==> src/rtl/chain_score_sched.sv <==
// Chaining-score scheduler: for each anchor, issues (i,j) pairs to the pair-score unit for up to
// MaxPred preceding anchors and reduces the returned scores into f(i) and the best predecessor.
module chain_score_sched #(
  parameter int unsigned MaxPred  = 16,
  parameter int unsigned Depth    = 32,
  parameter int unsigned ScoreLat = 8,
  parameter int unsigned MaxDist  = 5000,
  localparam int unsigned PredW   = $clog2(MaxPred + 1),
  localparam int unsigned PtrW    = $clog2(Depth)
) (
  input  logic             clk_i,
  input  logic             rst_ni,
  input  logic             in_valid_i,
  output logic             in_ready_o,
  input  logic [31:0]      in_x_i,
  input  logic [31:0]      in_y_i,
  input  logic [31:0]      in_w_i,
  input  logic             in_last_i,
  output logic             sc_issue_o,
  output logic [31:0]      sc_rix_o,
  output logic [31:0]      sc_riy_o,
  output logic [31:0]      sc_qix_o,
  output logic [31:0]      sc_qiy_o,
  output logic [31:0]      sc_w_o,
  input  logic [31:0]      sc_result_i,
  output logic             out_valid_o,
  input  logic             out_ready_i,
  output logic [31:0]      out_score_o,
  output logic [PredW-1:0] out_pred_o
);

  typedef enum logic [1:0] {StIdle, StIssue, StDrain, StOut} state_e;

  typedef struct packed {
    logic             vld;
    logic             elig;
    logic             last;
    logic [PredW-1:0] k;
  } tag_t;

  state_e state_q, state_d;

  logic [31:0]        x_ring [Depth];
  logic [31:0]        y_ring [Depth];
  logic signed [31:0] f_ring [Depth];

  logic [31:0]        cur_x_q, cur_x_d, cur_y_q, cur_y_d, cur_w_q, cur_w_d;
  logic               last_q, last_d;
  logic [PredW-1:0]   n_q, n_d, k_q, k_d, count_q, count_d, bpred_q, bpred_d;
  logic signed [31:0] best_q, best_d;
  logic [PtrW-1:0]    wr_ptr_q, wr_ptr_d;
  logic               in_ready_q, in_ready_d, sc_issue_q, sc_issue_d;
  logic [31:0]        sc_rix_q, sc_rix_d, sc_riy_q, sc_riy_d, sc_qix_q, sc_qix_d;
  logic [31:0]        sc_qiy_q, sc_qiy_d, sc_w_q, sc_w_d;
  logic               out_valid_q, out_valid_d;
  logic [31:0]        out_score_q, out_score_d;
  logic [PredW-1:0]   out_pred_q, out_pred_d;
  tag_t               iss_tag_q, iss_tag_d;
  tag_t               tag_q [ScoreLat];

  logic               accept, iss_go, elig;
  logic [PredW-1:0]   iss_k, iss_n, bpred_upd;
  logic [31:0]        xi, yi, wi, xj, yj;
  logic [PtrW-1:0]    j_idx;
  tag_t               ret;
  logic signed [31:0] f_ret, cand, best_upd;

  always_comb begin
    accept    = in_valid_i & in_ready_q;
    ret       = tag_q[ScoreLat-1];
    f_ret     = f_ring[wr_ptr_q - PtrW'(ret.k)];
    cand      = f_ret + $signed(sc_result_i);
    best_upd  = best_q;
    bpred_upd = bpred_q;
    // Strict compare: on ties the earlier-returning (nearer) predecessor wins.
    if (ret.vld && ret.elig && (cand > best_q)) begin
      best_upd  = cand;
      bpred_upd = ret.k;
    end

    state_d     = state_q;
    cur_x_d     = cur_x_q;
    cur_y_d     = cur_y_q;
    cur_w_d     = cur_w_q;
    last_d      = last_q;
    n_d         = n_q;
    k_d         = k_q;
    count_d     = count_q;
    best_d      = best_upd;
    bpred_d     = bpred_upd;
    wr_ptr_d    = wr_ptr_q;
    out_valid_d = out_valid_q;
    out_score_d = out_score_q;
    out_pred_d  = out_pred_q;
    sc_issue_d  = 1'b0;
    sc_rix_d    = sc_rix_q;
    sc_riy_d    = sc_riy_q;
    sc_qix_d    = sc_qix_q;
    sc_qiy_d    = sc_qiy_q;
    sc_w_d      = sc_w_q;
    iss_tag_d   = '0;
    iss_go      = 1'b0;
    iss_k       = k_q;
    iss_n       = n_q;
    xi          = cur_x_q;
    yi          = cur_y_q;
    wi          = cur_w_q;

    unique case (state_q)
      StIdle: begin
        if (accept) begin
          cur_x_d = in_x_i;
          cur_y_d = in_y_i;
          cur_w_d = in_w_i;
          last_d  = in_last_i;
          n_d     = count_q;
          best_d  = $signed(in_w_i);
          bpred_d = '0;
          k_d     = PredW'(2);
          if (count_q == '0) begin
            state_d     = StOut;
            out_valid_d = 1'b1;
            out_score_d = in_w_i;
            out_pred_d  = '0;
          end else begin
            // First pair goes out on the accept edge to save a cycle of latency.
            iss_go  = 1'b1;
            iss_k   = PredW'(1);
            iss_n   = count_q;
            xi      = in_x_i;
            yi      = in_y_i;
            wi      = in_w_i;
            state_d = (count_q == PredW'(1)) ? StDrain : StIssue;
          end
        end
      end
      StIssue: begin
        iss_go = 1'b1;
        k_d    = k_q + PredW'(1);
        if (k_q == n_q) state_d = StDrain;
      end
      StDrain: begin
        if (ret.vld && ret.last) begin
          state_d     = StOut;
          out_valid_d = 1'b1;
          out_score_d = best_upd;
          out_pred_d  = bpred_upd;
        end
      end
      StOut: begin
        if (out_ready_i) begin
          out_valid_d = 1'b0;
          wr_ptr_d    = wr_ptr_q + PtrW'(1);
          if (last_q)                         count_d = '0;
          else if (count_q != PredW'(MaxPred)) count_d = count_q + PredW'(1);
          state_d     = StIdle;
        end
      end
      default: state_d = StIdle;
    endcase

    j_idx = wr_ptr_q - PtrW'(iss_k);
    xj    = x_ring[j_idx];
    yj    = y_ring[j_idx];
    elig  = (xi > xj) && (yi > yj) && ((xi - xj) <= MaxDist);
    if (iss_go) begin
      sc_issue_d     = 1'b1;
      sc_rix_d       = xi;
      sc_riy_d       = xj;
      sc_qix_d       = yi;
      sc_qiy_d       = yj;
      sc_w_d         = wi;
      iss_tag_d.vld  = 1'b1;
      iss_tag_d.elig = elig;
      iss_tag_d.last = (iss_k == iss_n);
      iss_tag_d.k    = iss_k;
    end
    in_ready_d = (state_d == StIdle);
  end

  always_ff @(posedge clk_i or negedge rst_ni) begin
    if (!rst_ni) begin
      state_q     <= StIdle;
      cur_x_q     <= '0;
      cur_y_q     <= '0;
      cur_w_q     <= '0;
      last_q      <= 1'b0;
      n_q         <= '0;
      k_q         <= '0;
      count_q     <= '0;
      best_q      <= '0;
      bpred_q     <= '0;
      wr_ptr_q    <= '0;
      in_ready_q  <= 1'b0;
      sc_issue_q  <= 1'b0;
      sc_rix_q    <= '0;
      sc_riy_q    <= '0;
      sc_qix_q    <= '0;
      sc_qiy_q    <= '0;
      sc_w_q      <= '0;
      out_valid_q <= 1'b0;
      out_score_q <= '0;
      out_pred_q  <= '0;
      iss_tag_q   <= '0;
      for (int i = 0; i < ScoreLat; i++) tag_q[i] <= '0;
    end else begin
      state_q     <= state_d;
      cur_x_q     <= cur_x_d;
      cur_y_q     <= cur_y_d;
      cur_w_q     <= cur_w_d;
      last_q      <= last_d;
      n_q         <= n_d;
      k_q         <= k_d;
      count_q     <= count_d;
      best_q      <= best_d;
      bpred_q     <= bpred_d;
      wr_ptr_q    <= wr_ptr_d;
      in_ready_q  <= in_ready_d;
      sc_issue_q  <= sc_issue_d;
      sc_rix_q    <= sc_rix_d;
      sc_riy_q    <= sc_riy_d;
      sc_qix_q    <= sc_qix_d;
      sc_qiy_q    <= sc_qiy_d;
      sc_w_q      <= sc_w_d;
      out_valid_q <= out_valid_d;
      out_score_q <= out_score_d;
      out_pred_q  <= out_pred_d;
      iss_tag_q   <= iss_tag_d;
      tag_q[0]    <= iss_tag_q;
      for (int i = 1; i < ScoreLat; i++) tag_q[i] <= tag_q[i-1];
    end
  end

  // Ring storage needs no reset; count_q gates which entries are ever read.
  always_ff @(posedge clk_i) begin
    if (accept) begin
      x_ring[wr_ptr_q] <= in_x_i;
      y_ring[wr_ptr_q] <= in_y_i;
    end
    if ((state_q == StOut) && out_ready_i) f_ring[wr_ptr_q] <= out_score_q;
  end

  assign in_ready_o  = in_ready_q;
  assign sc_issue_o  = sc_issue_q;
  assign sc_rix_o    = sc_rix_q;
  assign sc_riy_o    = sc_riy_q;
  assign sc_qix_o    = sc_qix_q;
  assign sc_qiy_o    = sc_qiy_q;
  assign sc_w_o      = sc_w_q;
  assign out_valid_o = out_valid_q;
  assign out_score_o = out_score_q;
  assign out_pred_o  = out_pred_q;

endmodule

==> config.mk <==
export PLATFORM = sky130hd
export DESIGN_NAME = chain_score_sched
export DESIGN_NICKNAME = d
export VERILOG_FILES = /design/src/rtl/chain_score_sched.sv
export SDC_FILE = /design/constraint.sdc
export NUM_CORES = 2
export LEC_CHECK = 0
export ABC_AREA = 0
export BUFFER_PORTS_ARGS = -buffer_cell sky130_fd_sc_hd__buf_2
export CAP_MARGIN = 20
export CORE_MARGIN = 2
export CORE_UTILIZATION = 65
export DETAILED_ROUTE_END_ITERATION = 16
export GPL_ROUTABILITY_DRIVEN = 0
export PLACE_DENSITY_LB_ADDON = 0.3
export SLEW_MARGIN = 20
export SYNTH_ARGS = -nofsm -noshare
export SYNTH_HDL_FRONTEND = slang
export SYNTH_SLANG_ARGS = --single-unit
==> constraint.sdc <==
create_clock -name clk_i -period 20 [get_ports clk_i]
set_input_delay 4 -clock clk_i [delete_from_list [all_inputs] [get_ports clk_i]]
set_output_delay 4 -clock clk_i [all_outputs]
set_load 0.05 [all_outputs]
==> results.yml <==
clocking:
  post-cts-setup-buffers: 0
  cts_sinks: 3499
  holdBufCountCts: 0
  ctsLongestPathBuffers: 4
  clk_latency_ns: 1.00
  cts_made_buffers: 349
  clkTransAtPathRegs_ns: 0.06
  cts_tree: "yes"
  ctsResizeCount: 0
  htree_levels: 5
  clockRootBuffer: "clkbuf_16"
critical_path:
  cp-end-kind: "register"
  worst_setup_path_start_kind: "input pin"
  slowest_delay_ns: 0.88
  critPathRequiredTime_ns: 20.86
  timing_worst_setup_path_type: "input pin to register"
  critPathArrivalTime_ns: 13.85
  cp_max_fo: 132
  critPathSlowestCell: "buf_4"
floorplan:
  start_util_pct: 65.4
  pin_count: 333
  die_area_mm2: 0.217
  fp-row-count: 169
  die_w_um: 466
  design.core.area_mm2: 0.212
  die_y_um: 466
min_path:
  hold_class: "register to register"
grt:
  grt_pass1_wl_um: 570000
  overflow: 0
  use_met2_pct: 58.2
  grtUsageTotal_pct: 37.4
  grt_pass1_vias: 80200
  use_met3_pct: 10.5
  antenna_found_initial: 31
  gr-max-usage-layer: "met2"
  grt_max_degree: 133
  grt_use_met1_pct: 48.0
logic_synthesis:
  synth_compound_area_share_pct: 2.35
  synth-xor-area-share_pct: 0.372
  synth_top_family_by_area: "multiplexers"
  synthAdderAreaFrac_pct: 1.33
  yosys-top-cells-count: "edfxtp_1, nand2_1, mux4_2"
  syn_area_per_cell_um2: 18.9
  synth_enable_flop_cells: 3072
  yosysWarningCount: 0
  synth.distinct_cells: 83
  synthSimpleGateAreaFrac_pct: 4.71
  ys.flop_type: "edfxtp_1"
  syn-num-nets: 7612
  synth_top_cell_by_area: "edfxtp_1"
  synthMostInstantiatedCell: "edfxtp_1"
  synth-seq-cells: 3499
  synth_seq_area_share_pct: 74.2
  async_reset_ff_share_pct: 12.2
  syn_area_mm2: 0.139
  yosys-top-cells-area: "edfxtp_1, mux4_2, dfrtp_1, nand2_1, ha_1"
  syn_inst: 7334
  netlist.area_leader.share_pct: 66.5
  synth.area.mux_share_pct: 15.8
detailed_routing:
  vias: 79000
  wl_per_cell_um: 36.9
  drtAntennaViolNets: 0
  drt_pass1_iterations: 8
  vias_per_cell: 7.23
  drc: 0
  drt_iter0_markers: 13200
  routed_wl_um: 403000
finish:
  syn2layout_area_growth_pct: 12.3
  fillers: 11200
  nNetsFinal: 8091
  drive_gt1_share_pct: 25.8
  finalNonFillerCells: 10900
placed_design:
  dpl.cell_count: 10300
  port_buffers: 332
  dpl.hpwl_um: 201000
timing:
  rsz0062_at_grt: "false"
  setup_viol: 0
  max_clock_freq_mhz: 77.0
  fin_skew_ns: 0.0696
  relSlewSlack_pct: 13.3
  fin_setup_tns_ns: 0
  hold_viol_final: 0
  post-route-period-util_pct: 64.9
  finalMaxSlewViolations: 0
  period_minus_slack_ns: 12.98
  tightest_slew_ns: 1.29
run_status:
  status: "finished, final reports clean"
job:
  cap_violations: 0
[cells by family after synthesis]
kind of cell | after synthesis
flops | 3499
simple gates | 1560
mux | 1066
compound gates | 541
buf+inv | 464
fa+ha+maj | 145
xor+xnor | 59
[registers in the layout, summed over array words and instances (netlist names), 8 cells and up]
name	cells
best_q	32
cur_w_q	32
cur_x_q	32
cur_y_q	32
f_ring	1024
iss_tag_q	8
out_score_o	32
ret	8
sc_qix_o	32
sc_qiy_o	32
sc_rix_o	32
sc_riy_o	32
sc_w_o	32
tag_q	56
x_ring	1024
y_ring	1024
[area by class of cell]
cell class | count | area (µm²) | share of cell area (%)
diodes | 18 | 45.0 | 0.0289
clock buffers | 439 | 9430 | 6.05
clock inverters | 179 | 1700 | 1.09
inverters | 83 | 312 | 0.200
multi-input cells | 3371 | 34800 | 22.3
flip-flops and latches | 3499 | 103000 | 66.0
well taps | 2821 | 3530 | 2.26
repair buffers | 509 | 3170 | 2.04
[path summary, 6_finish.rpt]
path                       depth (start not counted)         endpoint        start  slack, ns
max reg2reg                                       34  out_score_o[20]  wr_ptr_q[1]       8.18
min reg2reg                                        0        tag_q[39]    tag_q[47]       0.34
max in group asynchronous                          3     sc_qix_o[12]       rst_ni      14.49
min                                                0        tag_q[39]    tag_q[47]       0.34
max                                               28     iss_tag_q[6]   in_valid_i       7.02
min in group asynchronous                          1        sc_w_o[6]       rst_ni       3.12
[per-layer routing]
metal / up-vias / share of wire [%]
met1: 39900 / 32
met4: 26 / 6.9
met5: - / 0.038
met2: 7344 / 47
met3: 1596 / 14
li1: 30100 / -
[layout by cell type, fill, tap and decap left out, types with 66 or more instances in the layout]
cell type,n
buf_4,163
mux4_2,894
edfxtp_1,3072
buf_2,331
nor2_4,66
o21ai_0,146
inv_1,82
ha_1,139
nor2_1,188
mux2i_1,106
clkbuf_16,358
a21oi_1,193
dfrtp_1,422
nand2_1,957
nand3_1,193
[stage by stage]
step | hold WS (ns) | instance area, µm² | setup WS [ns] | utilization, %
detailed placement | 0.335 | 145000 | 6.22 | 68.2
global placement | 0.332 | 145000 | 6.39 | 68.2
floorplan | 0.331 | 139000 | 9.22 | -
CTS | 0.346 | 156000 | 6.99 | 73.5
finish | 0.337 | 156000 | 7.02 | 73.5
global route | 0.353 | 156000 | 6.84 | 73.5
[critical path, delay by kind of cell]
kind | cells | cell delay (ns)
AND/OR/NAND/NOR | 11 | 2.65
buffers and inverters | 5 | 2.42
multiplexers | 3 | 1.52
AO/OA/AOI/OAI | 4 | 1.22
adder cells (fa/ha/maj) | 3 | 1.07
XOR/XNOR | 2 | 0.48
Power is left out: the tool's default activity adds up to more than one toggle a clock period on the data nets, which glitch-free logic cannot reach.
